<file path="config.mk">
export PLATFORM = sky130hd
export DESIGN_NAME = vga_timing_gen
export DESIGN_NICKNAME = d
export VERILOG_FILES = /design/src/rtl/vga_timing_gen.sv
export SDC_FILE = /design/constraint.sdc
export NUM_CORES = 1
export LEC_CHECK = 0
export CAP_MARGIN = 30
export CORE_UTILIZATION = 47
export CTS_CLUSTER_DIAMETER = 50
export CTS_CLUSTER_SIZE = 24
export DETAILED_ROUTE_END_ITERATION = 16
export GPL_TIMING_DRIVEN = 1
export PLACE_DENSITY = 0.75
export SYNTH_ARGS = -nofsm -noshare
export SYNTH_HDL_FRONTEND = slang
export SYNTH_SLANG_ARGS = --single-unit
</file>
<file path="constraint.sdc">
create_clock -name clk -period 2.5 [get_ports clk]
set_clock_uncertainty 0.05 [all_clocks]
set_input_delay 0.5 -clock clk [delete_from_list [all_inputs] [get_ports clk]]
set_output_delay 0.5 -clock clk [all_outputs]
set_load 0.005 [all_outputs]
</file>
<file path="src/rtl/vga_timing_gen.sv">
// vga_timing_gen
//   Parametrised VGA/DVI raster timing generator. Produces pixel coordinates,
//   registered hsync/vsync/de and combinational line/frame strobes. The raster
//   advances one pixel per clk edge on which ce is high, so the block can run
//   from a system clock faster than the pixel rate.
//
//   Optional feature: define VGA_SYNC_DELAY_EN to pass hsync, vsync and de
//   through a SYNC_DELAY-stage shift register (advancing on ce) so they line
//   up with a downstream pixel pipeline. sx, sy and the strobes are never
//   delayed.
//
// Ports
//   clk          in   pixel/system clock
//   reset        in   synchronous, active-high reset
//   ce           in   pixel enable
//   sx, sy       out  CW-bit raster position (0..H_ACTIVE-1 / 0..V_ACTIVE-1 active)
//   hsync, vsync out  sync outputs, active level H_POL / V_POL
//   de           out  data enable, high only in the active region
//   line_start   out  ce && sx==0 (never during reset)
//   frame_start  out  ce && sx==0 && sy==0 (never during reset)
module vga_timing_gen #(
  parameter int H_ACTIVE   = 640,
  parameter int H_FP       = 16,
  parameter int H_SYNC     = 96,
  parameter int H_BP       = 48,
  parameter int V_ACTIVE   = 480,
  parameter int V_FP       = 10,
  parameter int V_SYNC     = 2,
  parameter int V_BP       = 33,
  parameter int H_POL      = 0,
  parameter int V_POL      = 0,
  parameter int CW         = 10,
  parameter int SYNC_DELAY = 2
) (
  input  logic          clk,
  input  logic          reset,
  input  logic          ce,
  output logic [CW-1:0] sx,
  output logic [CW-1:0] sy,
  output logic          hsync,
  output logic          vsync,
  output logic          de,
  output logic          line_start,
  output logic          frame_start
);

  localparam int H_TOTAL = H_ACTIVE + H_FP + H_SYNC + H_BP;
  localparam int V_TOTAL = V_ACTIVE + V_FP + V_SYNC + V_BP;
  localparam int HS_STA  = H_ACTIVE + H_FP;
  localparam int HS_END  = HS_STA + H_SYNC;
  localparam int VS_STA  = V_ACTIVE + V_FP;
  localparam int VS_END  = VS_STA + V_SYNC;

  localparam logic [CW-1:0] H_MAX = CW'(H_TOTAL - 1);
  localparam logic [CW-1:0] V_MAX = CW'(V_TOTAL - 1);

  // Region bounds carry one extra bit: HS_END/VS_END may equal the total,
  // which need not fit in CW bits.
  localparam logic [CW:0] H_ACT_B  = (CW+1)'(H_ACTIVE);
  localparam logic [CW:0] V_ACT_B  = (CW+1)'(V_ACTIVE);
  localparam logic [CW:0] HS_STA_B = (CW+1)'(HS_STA);
  localparam logic [CW:0] HS_END_B = (CW+1)'(HS_END);
  localparam logic [CW:0] VS_STA_B = (CW+1)'(VS_STA);
  localparam logic [CW:0] VS_END_B = (CW+1)'(VS_END);

  localparam logic HS_ON = (H_POL != 0);
  localparam logic VS_ON = (V_POL != 0);

  logic [CW-1:0] sx_r, sy_r;
  logic [CW-1:0] sx_nxt, sy_nxt;
  logic          hs_r, vs_r, de_r;
  logic          hs_nxt, vs_nxt, de_nxt;

  // Next raster position and the sync/de levels that belong to it. The
  // registers below load both together so hsync/vsync/de always describe the
  // sx/sy presented in the same cycle.
  always_comb begin
    sx_nxt = sx_r + 1'b1;
    sy_nxt = sy_r;
    if (sx_r == H_MAX) begin
      sx_nxt = '0;
      if (sy_r == V_MAX) begin
        sy_nxt = '0;
      end else begin
        sy_nxt = sy_r + 1'b1;
      end
    end
    hs_nxt = (({1'b0, sx_nxt} >= HS_STA_B) && ({1'b0, sx_nxt} < HS_END_B)) ? HS_ON : ~HS_ON;
    vs_nxt = (({1'b0, sy_nxt} >= VS_STA_B) && ({1'b0, sy_nxt} < VS_END_B)) ? VS_ON : ~VS_ON;
    de_nxt = ({1'b0, sx_nxt} < H_ACT_B) && ({1'b0, sy_nxt} < V_ACT_B);
  end

  always_ff @(posedge clk) begin
    if (reset) begin
      sx_r <= '0;
      sy_r <= '0;
      hs_r <= ~HS_ON;
      vs_r <= ~VS_ON;
      de_r <= 1'b1;   // position 0,0 is inside the active region
    end else if (ce) begin
      sx_r <= sx_nxt;
      sy_r <= sy_nxt;
      hs_r <= hs_nxt;
      vs_r <= vs_nxt;
      de_r <= de_nxt;
    end
  end

  assign sx = sx_r;
  assign sy = sy_r;

  // Strobes follow the current position and ce; reset masks them.
  assign line_start  = ce && !reset && (sx_r == '0);
  assign frame_start = ce && !reset && (sx_r == '0) && (sy_r == '0);

`ifdef VGA_SYNC_DELAY_EN
  logic [SYNC_DELAY-1:0] hs_pipe, vs_pipe, de_pipe;

  always_ff @(posedge clk) begin
    if (reset) begin
      hs_pipe <= {SYNC_DELAY{~HS_ON}};
      vs_pipe <= {SYNC_DELAY{~VS_ON}};
      de_pipe <= '0;
    end else if (ce) begin
      hs_pipe[0] <= hs_r;
      vs_pipe[0] <= vs_r;
      de_pipe[0] <= de_r;
      for (int i = 1; i < SYNC_DELAY; i++) begin
        hs_pipe[i] <= hs_pipe[i-1];
        vs_pipe[i] <= vs_pipe[i-1];
        de_pipe[i] <= de_pipe[i-1];
      end
    end
  end

  assign hsync = hs_pipe[SYNC_DELAY-1];
  assign vsync = vs_pipe[SYNC_DELAY-1];
  assign de    = de_pipe[SYNC_DELAY-1];
`else
  // SYNC_DELAY has no effect in this build.
  logic unused_sync_delay;
  assign unused_sync_delay = (SYNC_DELAY != 0);

  assign hsync = hs_r;
  assign vsync = vs_r;
  assign de    = de_r;
`endif

endmodule

</file>
==> results.md, run 1 <==
- The port buffer count is 27.
- The worst reg2reg path startpoint is sx[5].
- The dominant register cell in the synthesized netlist is dfxtp_1.
- For this configuration, the core starts out at a cell density of 0.506.
- Setup repair after global routing left no endpoint under its margin.
- In this design, the stage delay of the slowest critical-path cell is 0.35 ns.
- Yosys mapped a number of flops with a built-in enable equal to 0.
- The met2 usage in global routing is 0.386.
- The setup slack of the worst register-to-register path is 0.21 ns.
- The area growth from synthesis to layout is 28.2%.
- The number of nets handed over by synthesis was between 200 and 250.
- The startpoint type of the worst setup path is a register.
- The number of hold buffers added after CTS was 0.
- The CTS tree is built.
- The post-detailed-route via-to-cell ratio is between 5 and 6.
- The flow ran to the end, and the final reports show no timing, DRC or antenna violations.
- Across all hold checks on the routed design, the worst slack comes to 0.454 ns.
- The area of the die is 0.00357 mm^2.
- The register clock-pin slew on the reported worst setup and hold paths is 0.14 ns.
- At the placement stage, the worst setup path has a slack of -0.218 ns.
- The weighted congestion at the end of routability-driven global placement is 0.909.
- The global router's overall resource usage is 0.253.
- In the post-synthesis netlist, the cell with the most instances is dfxtp_1.
- The internal portion of the total power is 0.457 mW.
- The critical path ends at frame_start.
- The worst register-to-register path has a depth of 6.
- The number of antenna violations at the first check in global routing is 0.
- The mean post-synth cell area is between 7 and 8 um^2.
- The setup total negative slack is 0 ns.
- Measured on the finished design, the core utilization comes to 0.648.
- The number of setup buffers added after CTS is 0.
- The DRC violations left is 0.
- The sink count of the clock tree is 23.
- The maximum clock frequency is 0.436 GHz.
- The maximum fanout encountered on the critical timing path is 5.
- Of all flip-flops after synthesis, the portion carrying an async set or reset was 0.
- Synthesis produced a netlist whose cell count is 208.
- The relative contribution of the clock network to total power is 0.291.
- The antenna diode count is 0.
- The post-synthesis register bit count is 23.
- Once detail routing completed, the nets flagged for antenna violations numbered 0.
- The HPWL reported at the end of detailed placement is between 3000 and 4000 um.
- The number of optimization iterations in the first detailed-route pass is 4.
- The arrival time of data at the critical path endpoint is 1.74 ns.
- The clock period could shrink to ~2.3 ns.
- Measured along the y axis, the die boundary spans 59.8 um.
- During I/O placement, the number of pins put on the boundary was 28.
- The switching portion of total power is 0.250.
- After filler insertion, the fill cell instance count of the layout stands at 293.
- In the post-synthesis netlist, the biggest area contributors are dfxtp_1 (29%), nor2_1 (5.3%), a21oi_1 (4.8%).
- The sequential group share of total power is 0.611.
- The number of violations of the max-capacitance limit is 0.
- The total vias in the final route is 1656.
- The cell type of the slowest stage on the worst timing path is dfxtp_1.
- The sequential area share after synthesis is 0.293.
- The routed wire length per instance is between 10 and 15 um.
- The via count of the first global-routing pass came to between 1000 and 1500.
- The worst register-to-register path ends at de.
- The layer flagged by global routing as most heavily used is met2.
- Row generation in the floorplan step produced 20 rows.
- The largest total area in the synthesized netlist belongs to dfxtp_1.
- The total count of hold-check failures in the final report is 0.
- The share of cells above drive strength 1 is 0.151.
- The critical path required time is 1.95 ns.
- The count of endpoints failing setup in the final report is 0.
- In this run the deepest clock path goes through 2 buffers.
- The share of the clock period used by the worst path is 0.917.
- The power per unit of standard cell area is 303 mW/mm^2.
- The startpoint identified for the worst hold timing path is de.
- By count the netlist is led by dfxtp_1 (23), nor2_1 (22), a21oi_1 (15), nand2_1 (15), clkbuf_1 (14).
- The number of warnings printed during yosys synthesis is 0.
- The worst setup path is captured at an output port.
- The net switching power of the design is 0.153 mW.
- For this design the static power due to leakage is 0.741 nW.
- The combined area of all synthesized cells is 0.00157 mm^2.
- The combinational group share of total power is 0.098.
- The total number of nets in the final design is between 200 and 250.
- The worst voltage drop across the vdd grid is 0.342 mV.
- Summed over all layers, the routed wires come to 4180 um.
- For met1 alone, demand over resource in global routing was 0.369.
- The fraction of post-synthesis cell area in the top cell type by area is 0.293.
- At the pin with the least slew margin, the transition time is roughly 0.43 ns.
- The count of H-tree levels built during CTS is 1.
- Clock latency on the worst-skew pair, taken at its later pin, is approximately 0.32 ns.
- The met3 demand-to-capacity share in global routing is 0.0519.
- The min-delay analysis places its worst path in the category register to register.
- The worst path meets setup with ~0.21 ns of slack.
- In this run, distinct cell masters in the synthesized netlist total 50.
- The core region is 0.00310 mm^2.
- The first global-routing pass estimated slightly below 7000 um of wire.
- The clock root buffer master is clkbuf_4.
- The origin of the worst setup path is sx[5].
- Global routing finished with a remaining overflow of 0.
- The max-slew violation total from the final report is 0.
- Entering global routing, the biggest net connects 25 pins.
- The critical path goes through nor3_1 > buf_4 > nand2_1 > nor4_4 > and4_1 > dlygate4sd2_1.
- The worst pin sits at a relative slew slack of 0.708.
- TritonCTS created 3 clock buffers.
- The class of the most critical setup path is register to output port.
- The die is 59.8 um wide.
- The first routing iteration left 140 violations.
[flip-flops by register name, summed over array words and instances (netlist names)]
signal  count
de          1
hsync       1
sy         10
vsync       1
sx         10
[power by group through the flow]
stage | clock [mW] | sequential, mW | combinational [mW]
6_report | 0.177 | 0.372 | 0.0597
3_3_place_gp | 0 | 0.380 | 0.0573
2_1_floorplan | 0 | 0.383 | 0.0268
5_1_grt | 0.206 | 0.373 | 0.0653
3_5_place_dp | 0 | 0.380 | 0.0580
4_1_cts | 0.185 | 0.372 | 0.0596
[worst min path at each step]
| stage | endpoint | slack, ns | cells after the start |
|---|---|---|---|
| 2_1_floorplan | de | 0.41 | 2 |
| 3_3_place_gp | de | 0.41 | 2 |
| 3_5_place_dp | de | 0.42 | 2 |
| 4_1_cts | de | 0.45 | 2 |
| 5_1_grt | de | 0.46 | 2 |
| 6_report | de | 0.45 | 2 |
[area by class of cell]
cell class	count	area, um^2	area share
tap	44	55.1	0.0274
sequential	23	462	0.229
timing repair buffer	47	419	0.208
clock inverter	1	5.00	0.00249
inverter	7	26.3	0.0131
multi-input combinational	158	1020	0.508
clock buffer	3	22.5	0.0112
[per-stage QoR]
step           instances  instance area [um^2]  power [mW]
2_1_floorplan        208                  1570       0.409
3_3_place_gp         280                  1960       0.437
3_5_place_dp         280                  1960       0.438
4_1_cts              283                  2010       0.617
5_1_grt              283                  2010       0.644
6_report             283                  2010       0.609
[repair_timing]
action	in CTS	in global routing
pin swaps	3	0
gates resized for setup	9	1
setup endpoints to repair	2	1
[per-layer routing]
layer | part of all wire | vias to the layer above
li1 | - | 816
met1 | 0.46 | 767
met2 | 0.47 | 69
met3 | 0.067 | 4
met4 | 0.0057 | 0
met5 | 0 | -
[kinds of logic after synthesis]
family | synth area share
buf+inv | 0.0773
fa+ha+maj | 0.0319
flops | 0.293
xor+xnor | 0.0502
simple gates | 0.341
mux | 0.0255
compound gates | 0.181
[layout by cell type, fill, tap and decap left out, drive strengths merged, types with 4 or more instances in the layout]
cell type / instances
mux2i: 4
buf: 20
clkdlybuf4s50: 23
dfxtp: 23
ha: 4
and3: 5
xor2: 5
nor3: 12
nor2: 22
nand3: 7
nand2: 15
xnor2: 4
inv: 7
nand4: 11
o21ai: 11
nor4: 4
a21oi: 15
[worst max-delay path, delay by kind of cell, from the launching register on]
| family | cells | cell delay [ns] |
|---|---|---|
| AND/OR/NAND/NOR | 4 | 0.68 |
| buffers and inverters | 2 | 0.39 |
| flip-flops | 1 | 0.35 |
(Power assumes the default switching activity.)
==> run 2: changes to the inputs <==
--- a/config.mk
+++ b/config.mk
@@ -11,7 +11,7 @@
 export CTS_CLUSTER_SIZE = 24
 export DETAILED_ROUTE_END_ITERATION = 16
 export GPL_TIMING_DRIVEN = 1
-export PLACE_DENSITY = 0.75
+export PLACE_DENSITY = 0.81
 export SYNTH_ARGS = -nofsm -noshare
 export SYNTH_HDL_FRONTEND = slang
 export SYNTH_SLANG_ARGS = --single-unit
==> run 2 against run 1 <==
Worst setup slack lost 0.11 ns; global-route usage grew 0.11 points; first-iteration DRC count shrank 30%; largest power group unchanged.
==> results.md, run 2 (synthesis gave the netlist of run 1 again) <==
- The first-pass GRT wire length is 6960 um (+1.2%).
- Setup repair after global routing left no endpoint under its margin.
- The weighted congestion at the end of routability-driven global placement is 0.837 (-7.9%).
- The power per unit of standard cell area is 300 mW/mm^2 (-0.99%).
- The placed standard-cell area is 0.00195 mm^2 (-0.38%).
- In the layout the commonest cells are clkdlybuf4s50_1 (23), nor2_1 (22), dfxtp_1 (21), buf_4 (21).
- The port buffer count is 27 (unchanged).
- The arrival time of data at the critical path endpoint was 1.85 ns (+0.11 ns).
- The library cell used most frequently in the layout, excluding fill and tap cells, is clkdlybuf4s50_1.
- The fill cell total of the finished layout was 288 (-1.7%).
- The count of hold buffers inserted by post-cts repair is 0 (unchanged).
- The share of the clock period used by the worst path is 0.961 (+0.0434).
- The max-slew violation total from the final report was 0 (unchanged).
- The count of endpoints failing setup in the final report is 0 (unchanged).
- The share of cells above drive strength 1 is 0.167 (+0.0160).
- The floorplan die height was 59.8 um (unchanged).
- The global router's overall resource usage is 0.254 (+0.00113).
- The post-detailed-route via-to-cell ratio is 5.96 (+1.9%).
- The worst setup path is captured at an output port.
- The critical path is of the register to output port type.
- The sink count of the clock tree was 23 (unchanged).
- The setup total negative slack was 0 ns (unchanged).
- The maximum clock path buffer count is 2 (unchanged).
- The via count of the first global-routing pass came to 1523 (+6.1%).
- The count of H-tree levels built during CTS was 1 (unchanged).
- The worst voltage drop across the vdd grid came to 0.354 mV (+3.5%).
- The class of the tightest hold or removal check is register to register.
- The number of optimization iterations in the first detailed-route pass is 4 (unchanged).
- The maximum number of pins on one net before global-route repair is 25 (unchanged).
- The number of violations of the max-capacitance limit is 0 (unchanged).
- The effective utilization at floorplan is 0.506 (unchanged).
- The placeable core region is 0.00310 mm^2 (unchanged).
- The floorplan die width came to 59.8 um (unchanged).
- The root buffer cell chosen for the clock tree is clkbuf_4.
- The number of core rows is 20 (unchanged).
- The setup slack of the worst register-to-register path came to 0.11 ns (-0.10 ns).
- The routed wire length per instance came to 14.9 um (+0.93%).
- The DRC violations left came to 0 (unchanged).
- The register clock-pin slew on the reported worst setup and hold paths is 0.12 ns (-0.02 ns).
- The maximum clock frequency is 0.416 GHz (-4.5%).
- The worst hold path stage count is 2 (unchanged).
- The number of buffers inserted during clock tree synthesis is 3 (unchanged).
- The area of all placed cells without fillers is 0.00203 mm^2 (+0.93%).
- The total count of hold-check failures in the final report was 0 (unchanged).
- The run finished with clean final reports.
- The latest clock arrival within the worst-skew pair came to 0.31 ns (about the same).
- The CTS tree is built.
- The layout overhead on the synthesized area is 29.4%.
- The count of nets left with antenna violations after detail routing is 0 (unchanged).
- The antenna diode count is 0 (unchanged).
- The leakage power of the design is 0.739 nW (-0.17%).
- The HPWL reported at the end of detailed placement is 2990 um (-0.95%).
- The total vias in the final route was 1693 (+2.2%).
- The sum of routed wire length over all layers is 4240 um (+1.3%).
- The total number of nets in the final design was 248 (+0.40%).
- The path depth of the worst reg2reg path came to 7 (+1).
- The final critical delay including setup and external delays is 2.40 ns (+0.108 ns).
- The number of antenna violations at the first check in global routing was 0 (unchanged).
- The remaining global-route overflow is 0 (unchanged).
- The critical path required time is 1.95 ns (about the same).
- The count of routing violations after the opening detailed-route iteration is 98 (-30%).
- STA classifies the critical path startpoint as a register.
- The area of the die was 0.00357 mm^2 (unchanged).
- The max-slew headroom at the worst pin was 0.741 (+0.0329).
- The worst-margin pin slew came to 0.386 ns (-0.0487 ns).
- The maximum fanout encountered on the critical timing path was 2 (-3).
- The boundary pin count is 28 (unchanged).
==> run 2: area by class of cell <==
cell class | instances | area, um^2 | share of cell area
Tap cell | 44 | 55.1 | 0.0271
Inverter | 7 | 26.3 | 0.0129
Sequential cell | 23 | 463 | 0.228
Timing Repair Buffer | 48 | 423 | 0.208
Multi-Input combinational cell | 158 | 1040 | 0.511
Clock buffer | 4 | 26.3 | 0.0129
==> run 2: worst max-delay path: stages (launching register included) <==
cell,delay [ns]
dfxtp_2,0.35
inv_2,0.05
ha_2,0.18
nor4b_4,0.19
nand2_1,0.10
nor4_2,0.20
and4_1,0.24
dlygate4sd2_1,0.24
==> run 2: through the flow <==
step,hold WS (ns),utilization,setup slack (ns),cells,power (mW)
after floorplan,0.412,-,0.100,208,0.409
after global placement,0.413,0.628,-0.203,279,0.438
after detailed placement,0.406,0.628,-0.231,279,0.438
after CTS,0.443,0.647,0.117,284,0.610
after global routing,0.497,0.654,0.00542,284,0.639
final,0.448,0.654,0.0983,284,0.609
==> run 2: report_power, final <==
group | switching [mW] | total [mW] | internal (mW)
registers | 0.00223 | 0.372 | 0.370
logic | 0.0353 | 0.0664 | 0.0311
clock network | 0.108 | 0.170 | 0.0623
==> run 2: worst paths after layout <==
kind                       to  startpoint
setup / recovery  frame_start       sx[1]
hold / removal             de          de
setup reg to reg           de       sx[1]
hold reg to reg            de          de
==> run 2: repair_timing <==
action	in CTS	in global routing
setup endpoints to repair	2	4
buffers inserted	1	0
gates resized for setup	10	5
pin swaps	2	1
==> run 2: metal layers <==
layer | routed length [um] | track usage | vias to the layer above
met1 | 1810 | 0.353 | 792
met2 | 2010 | 0.403 | 76
met5 | 0 | 0 | -
met3 | 340 | 0.0455 | 8
met4 | 69 | 0.0664 | 0
li1 | - | - | 817
